[src/rtl/dot_matrix_pkg.sv]
// rtl/dot_matrix_pkg.sv - glyph codes and FSM encoding shared with the display driver
package dot_matrix_pkg;

  localparam int unsigned TIMER_W = 16;

  typedef enum logic [1:0] {
    GLYPH_WRONG   = 2'd0,
    GLYPH_CORRECT = 2'd1,
    GLYPH_ERROR   = 2'd2,
    GLYPH_OK      = 2'd3
  } glyph_e;

  typedef enum logic [1:0] {
    ST_IDLE = 2'd0,
    ST_SHOW = 2'd1,
    ST_GAP  = 2'd2
  } state_e;

  typedef enum logic {
    SRC_IN  = 1'b0,
    SRC_ANS = 1'b1
  } src_e;

  function automatic glyph_e ans_glyph(input logic ok);
    return ok ? GLYPH_CORRECT : GLYPH_WRONG;
  endfunction

  function automatic glyph_e in_glyph(input logic ok);
    return ok ? GLYPH_OK : GLYPH_ERROR;
  endfunction

endpackage

[src/rtl/hold_timer.sv]
// rtl/hold_timer.sv - 16-bit down counter timing the SHOW and GAP phases
module hold_timer
  import dot_matrix_pkg::*;
(
  input  logic               clk_div,
  input  logic               rst,
  input  logic               load,
  input  logic [TIMER_W-1:0] load_val,
  output logic               done
);

  logic [TIMER_W-1:0] cnt_q, cnt_d;

  // Loaded with N-1 so the phase lasts exactly N cycles; parks at zero.
  always_comb begin
    cnt_d = cnt_q;
    if (load) begin
      cnt_d = load_val;
    end else if (cnt_q != '0) begin
      cnt_d = cnt_q - 1'b1;
    end
  end

  always_ff @(posedge clk_div) begin
    if (rst) begin
      cnt_q <= '0;
    end else begin
      cnt_q <= cnt_d;
    end
  end

  assign done = (cnt_q == '0);

endmodule

[src/rtl/dot_matrix_scheduler.sv]
// rtl/dot_matrix_scheduler.sv - arbitrates input/answer glyphs onto a single dot-matrix display
module dot_matrix_scheduler
  import dot_matrix_pkg::*;
#(
  parameter int unsigned HOLD_TICKS = 2000,
  parameter int unsigned GAP_TICKS  = 250
) (
  input  logic       clk_div,
  input  logic       rst,
  input  logic       clear,
  input  logic       in_req,
  input  logic       in_ok,
  input  logic       ans_req,
  input  logic       ans_ok,
  output logic [1:0] glyph,
  output logic       disp_en,
  output logic       ack_in,
  output logic       ack_ans,
  output logic       busy,
  output logic       overrun
);

  localparam logic [TIMER_W-1:0] HOLD_VAL = TIMER_W'(HOLD_TICKS - 1);
  localparam logic [TIMER_W-1:0] GAP_VAL  = TIMER_W'(GAP_TICKS - 1);

  state_e state_q, state_d;
  src_e   src_q, src_d;
  glyph_e glyph_q, glyph_d;
  logic   disp_en_q, disp_en_d;
  logic   ack_in_q, ack_in_d;
  logic   ack_ans_q, ack_ans_d;
  logic   overrun_q, overrun_d;
  logic   in_vld_q, in_vld_d, in_res_q, in_res_d;
  logic   ans_vld_q, ans_vld_d, ans_res_q, ans_res_d;

  logic               timer_load;
  logic [TIMER_W-1:0] timer_val;
  logic               timer_done;

  logic start_ans, start_in, preempt, consume_ans, consume_in;

  hold_timer u_hold_timer (
    .clk_div  (clk_div),
    .rst      (rst),
    .load     (timer_load),
    .load_val (timer_val),
    .done     (timer_done)
  );

  // Answers outrank inputs both when leaving IDLE and while an input glyph is lit.
  always_comb begin
    start_ans   = !clear && (state_q == ST_IDLE) && ans_vld_q;
    start_in    = !clear && (state_q == ST_IDLE) && !ans_vld_q && in_vld_q;
    preempt     = !clear && (state_q == ST_SHOW) && (src_q == SRC_IN) && ans_vld_q;
    consume_ans = start_ans || preempt;
    consume_in  = start_in;
  end

  always_comb begin
    in_vld_d  = in_vld_q;
    in_res_d  = in_res_q;
    ans_vld_d = ans_vld_q;
    ans_res_d = ans_res_q;
    overrun_d = overrun_q;
    if (clear) begin
      in_vld_d  = 1'b0;
      ans_vld_d = 1'b0;
      overrun_d = 1'b0;
    end else begin
      if (consume_in) in_vld_d = 1'b0;
      if (in_req) begin
        in_vld_d = 1'b1;
        in_res_d = in_ok;
        if (in_vld_q && !consume_in) overrun_d = 1'b1;
      end
      if (consume_ans) ans_vld_d = 1'b0;
      if (ans_req) begin
        ans_vld_d = 1'b1;
        ans_res_d = ans_ok;
        if (ans_vld_q && !consume_ans) overrun_d = 1'b1;
      end
    end
  end

  always_comb begin
    state_d = state_q;
    if (clear) begin
      state_d = ST_IDLE;
    end else begin
      case (state_q)
        ST_IDLE: if (start_ans || start_in) state_d = ST_SHOW;
        ST_SHOW: if (!preempt && timer_done) state_d = ST_GAP;
        ST_GAP:  if (timer_done) state_d = ST_IDLE;
        default: state_d = ST_IDLE;
      endcase
    end
  end

  always_comb begin
    glyph_d    = glyph_q;
    src_d      = src_q;
    ack_in_d   = 1'b0;
    ack_ans_d  = 1'b0;
    timer_load = 1'b0;
    timer_val  = '0;
    if (clear) begin
      timer_load = 1'b1;
    end else if (consume_ans) begin
      glyph_d    = ans_glyph(ans_res_q);
      src_d      = SRC_ANS;
      ack_ans_d  = 1'b1;
      timer_load = 1'b1;
      timer_val  = HOLD_VAL;
    end else if (consume_in) begin
      glyph_d    = in_glyph(in_res_q);
      src_d      = SRC_IN;
      ack_in_d   = 1'b1;
      timer_load = 1'b1;
      timer_val  = HOLD_VAL;
    end else if ((state_q == ST_SHOW) && timer_done) begin
      timer_load = 1'b1;
      timer_val  = GAP_VAL;
    end
    disp_en_d = (state_d == ST_SHOW);
  end

  always_ff @(posedge clk_div) begin
    if (rst) begin
      state_q   <= ST_IDLE;
      src_q     <= SRC_IN;
      glyph_q   <= GLYPH_WRONG;
      disp_en_q <= 1'b0;
      ack_in_q  <= 1'b0;
      ack_ans_q <= 1'b0;
      overrun_q <= 1'b0;
      in_vld_q  <= 1'b0;
      in_res_q  <= 1'b0;
      ans_vld_q <= 1'b0;
      ans_res_q <= 1'b0;
    end else begin
      state_q   <= state_d;
      src_q     <= src_d;
      glyph_q   <= glyph_d;
      disp_en_q <= disp_en_d;
      ack_in_q  <= ack_in_d;
      ack_ans_q <= ack_ans_d;
      overrun_q <= overrun_d;
      in_vld_q  <= in_vld_d;
      in_res_q  <= in_res_d;
      ans_vld_q <= ans_vld_d;
      ans_res_q <= ans_res_d;
    end
  end

  assign glyph   = glyph_q;
  assign disp_en = disp_en_q;
  assign ack_in  = ack_in_q;
  assign ack_ans = ack_ans_q;
  assign busy    = (state_q != ST_IDLE);
  assign overrun = overrun_q;

endmodule

[config.mk]
export PLATFORM = sky130hd
export DESIGN_NAME = dot_matrix_scheduler
export DESIGN_NICKNAME = d
export VERILOG_FILES = /design/src/rtl/dot_matrix_pkg.sv /design/src/rtl/hold_timer.sv /design/src/rtl/dot_matrix_scheduler.sv
export SDC_FILE = /design/constraint.sdc
export NUM_CORES = 1
export LEC_CHECK = 0
export BUFFER_PORTS_ARGS = -buffer_cell sky130_fd_sc_hd__buf_2
export CAP_MARGIN = 20
export CORE_MARGIN = 2
export CORE_UTILIZATION = 30
export CTS_CLUSTER_SIZE = 8
export DETAILED_ROUTE_END_ITERATION = 8
export PLACE_DENSITY = 0.58
export SETUP_SLACK_MARGIN = 0.1
export SYNTH_ARGS = -nofsm -noshare
export SYNTH_HDL_FRONTEND = slang
export SYNTH_SLANG_ARGS = --single-unit
export TNS_END_PERCENT = 5
[constraint.sdc]
create_clock -name clk_div -period 3.5 [get_ports clk_div]
set_input_delay 0.175 -clock clk_div [delete_from_list [all_inputs] [get_ports clk_div]]
set_output_delay 0.175 -clock clk_div [all_outputs]
set_load 0.1 [all_outputs]
==> results_dict.tcl <==
set metrics [dict create \
    grt_overflow 0 \
    antenna_cells 0 \
    area_delta_synth_final_pct 14.7 \
    cts_buffer_depth 2 \
    routedWlPerCell_um 12.5 \
    ys_seq_area_share_pct 41.1 \
    nets 187 \
    hpwlAfterDp_mm 2.06 \
    slew_viol_final 0 \
    netlist_top_cells_count "nor2_1 (32), dfxtp_1 (29), a21oi_1 (15), xnor2_1 (10), nand2_1 (9)" \
    cp_cell_sequence "inv_1 -> ha_1 -> or3b_2 -> nor4_4 -> nor3b_4 -> or2_1 -> nor2_1" \
    io_buffers 13 \
    first_pass_iters 4 \
    core_area_sq_mm 0.00444 \
    synthTopCellsByArea "dfxtp_1 (41%), nor2_1 (8.5%), xnor2_1 (6.2%)" \
    fin_crit_sh_pct 64.7 \
    grt_start_max_net_pins 11 \
    p_leak_uw 0.000643 \
    synthDistinctLibCells 35 \
    ys.flop_type "dfxtp_1" \
    synthArstFlopShare_pct 0 \
    clock_sinks 29 \
    start_kind "flop" \
    crit_fanout 8 \
    cts.clk_slew.worst_paths_ns 0.07 \
    ctsResizeCount 0 \
    hold_path_class "input port to flop" \
    worst_clock_skew_ns 0.00959 \
    powerDensity_mw_per_mm2 735 \
    synth_edf_count 0 \
    start_util_pct 31.8 \
    placed_cell_area_sq_mm 0.00152 \
    clock_latency_ns 0.28 \
    timing.final.hold_violations 0 \
    die_area_sq_mm 0.00527 \
    final_area_sq_mm 0.00162 \
    cp-end-kind "flop" \
    drt_iter0_markers 43 \
    cts_root_buf "clkbuf_8" \
    syn_nets 171 \
    p_int_uw 763 \
    netSwitchingFraction_pct 36.0 \
    drc 0 \
    synth-seq-cells 29 \
    ant_nets 0 \
    die_h_um 72.6 \
    max_stage_delay_ns 0.51 \
    synth_top_area_share_pct 41.1 \
    h-tree-depth 2 \
    syn-instance-count 162 \
    synth_area_sq_mm 0.00141 \
    num_vias 1142 \
    grt_pass1_vias 1097 \
    tightest_slew_ns 0.699 \
    synth_top_cell_by_area "dfxtp_1" \
    p_sw_uw 428 \
    yosys.cell_count.top_type "nor2_1" \
    required_ns 3.66 \
    grt_pass1_wl_mm 5.00 \
    rsz0062_at_grt "false" \
    post_cts_buffers 0 \
    cts_tree "done" \
    min_period_ns 2.27 \
    p_comb_share_pct 39.3 \
    cts_buffers 5 \
    setup-violations-final 0 \
    num_io_pins 14 \
    crit_arrival_ns 2.42 \
    critPathBufInv 1 \
    clockPowerShare_pct 25.7 \
    irDropWorstVdd_mv 0.188 \
    status "completed" \
    cpMaxStageDelayCell "or3b_2" \
    holdBufCountCts 0 \
    tns_ns 0 \
    die_w_um 72.6 \
    synth_area_per_cell_sq_um 8.72 \
    wl_mm 2.89 \
    via_per_inst 4.94 \
    path_delay_family "simple AND/OR/NAND/NOR gates" \
    fmax_mhz 441 \
    rows 24 \
    relSlewSlack_pct 53.4 \
    seq_power_share_pct 35.0 \
    track_usage_pct 12.3 \
    antenna_found_initial 0 \
    drive_gt1_share_pct 19.6 \
    ys_warn_count 0 \
    routabilityCongestion 0.915 \
    cap_violations 0 \
    crit_type "flop to flop" \
]
==> path summary, 6_finish.rpt <==
| kind | startpoint | endpoint | slack [ns] | depth (start not counted) |
|---|---|---|---|---|
| worst max register to register | u_hold_timer.cnt_q[0] | u_hold_timer.cnt_q[2] | 1.23 | 7 |
| worst min-delay path | ans_req | ans_vld_q | 0.13 | 3 |
| worst max-delay path | u_hold_timer.cnt_q[0] | u_hold_timer.cnt_q[2] | 1.23 | 7 |
| worst min register to register | glyph[1] | glyph[1] | 0.46 | 2 |
==> registers in the layout, indices dropped and copies added, names as in the netlist <==
signal / count
u_hold_timer.cnt_q: 16
glyph: 2
state_q: 2
ack_ans: 1
ack_in: 1
ans_res_q: 1
ans_vld_q: 1
disp_en: 1
in_res_q: 1
in_vld_q: 1
overrun: 1
src_q: 1
==> kinds of logic (layout without fill, tap and decap cells) <==
logic type                 Yosys count  count (layout)  share of synthesized area, %
and+or+nand+nor                     82              82                          33.6
DFF                                 29              29                          41.1
AOI/OAI and AO/OA                   25              25                          10.2
xor gates and xnor gates            13              13                          8.06
buffers and inverters                7              24                          2.48
muxes                                4               4                          2.83
adders and majority gates            2               2                          1.77
==> power groups by stage <==
stage | logic (uW) | clock network (uW) | registers (uW)
3_3_place_gp | 466 | 0 | 422
6_report | 468 | 306 | 417
2_1_floorplan | 389 | 0 | 426
3_5_place_dp | 469 | 0 | 422
4_1_cts | 473 | 313 | 416
5_1_grt | 522 | 329 | 423
==> per-stage QoR <==
stage               utilization [%]  hold slack (ns)  cells  setup slack, ns  power (uW)
CTS                            36.5            0.130    231             1.23        1200
finish                         36.5            0.129    231             1.23        1190
global placement               34.2            0.415    223             1.29         888
floorplan                         -            0.292    162             1.50         816
global route                   36.5            0.135    231             1.07        1270
detailed placement             34.2            0.419    223             1.29         891
==> per-layer routing <==
layer	track usage, %	wire [um]
met4	7.61	80
met2	19.2	1320
met5	0	0
met1	15.1	1380
met3	3.31	109
==> tightest hold or removal path: cells and delay by family <==
kind	cells	cell delay, ns
AND/OR/NAND/NOR	1	0.06
buffers and inverters	1	0.10
AO/OA/AOI/OAI	1	0.04
==> cell usage in the layout (no fill, tap or decap), types with 4 or more instances in the layout <==
| cell | n |
|---|---|
| mux2i_1 | 4 |
| dfxtp_1 | 29 |
| clkbuf_8 | 7 |
| nor3_1 | 7 |
| nand3_1 | 6 |
| a21oi_1 | 15 |
| nor2_1 | 32 |
| a211oi_1 | 5 |
| buf_2 | 13 |
| nand2_1 | 9 |
| xnor2_1 | 10 |
==> area by class of cell <==
cell class	count	area [sq um]
Multi-Input combinational cell	126	797
Inverter	3	11.3
Fill cell	493	2820
Tap cell	52	65.1
Clock inverter	1	5.00
Sequential cell	29	581
Clock buffer	7	96.3
Timing Repair Buffer	13	65.1
Power figures use the tool's default switching activity.
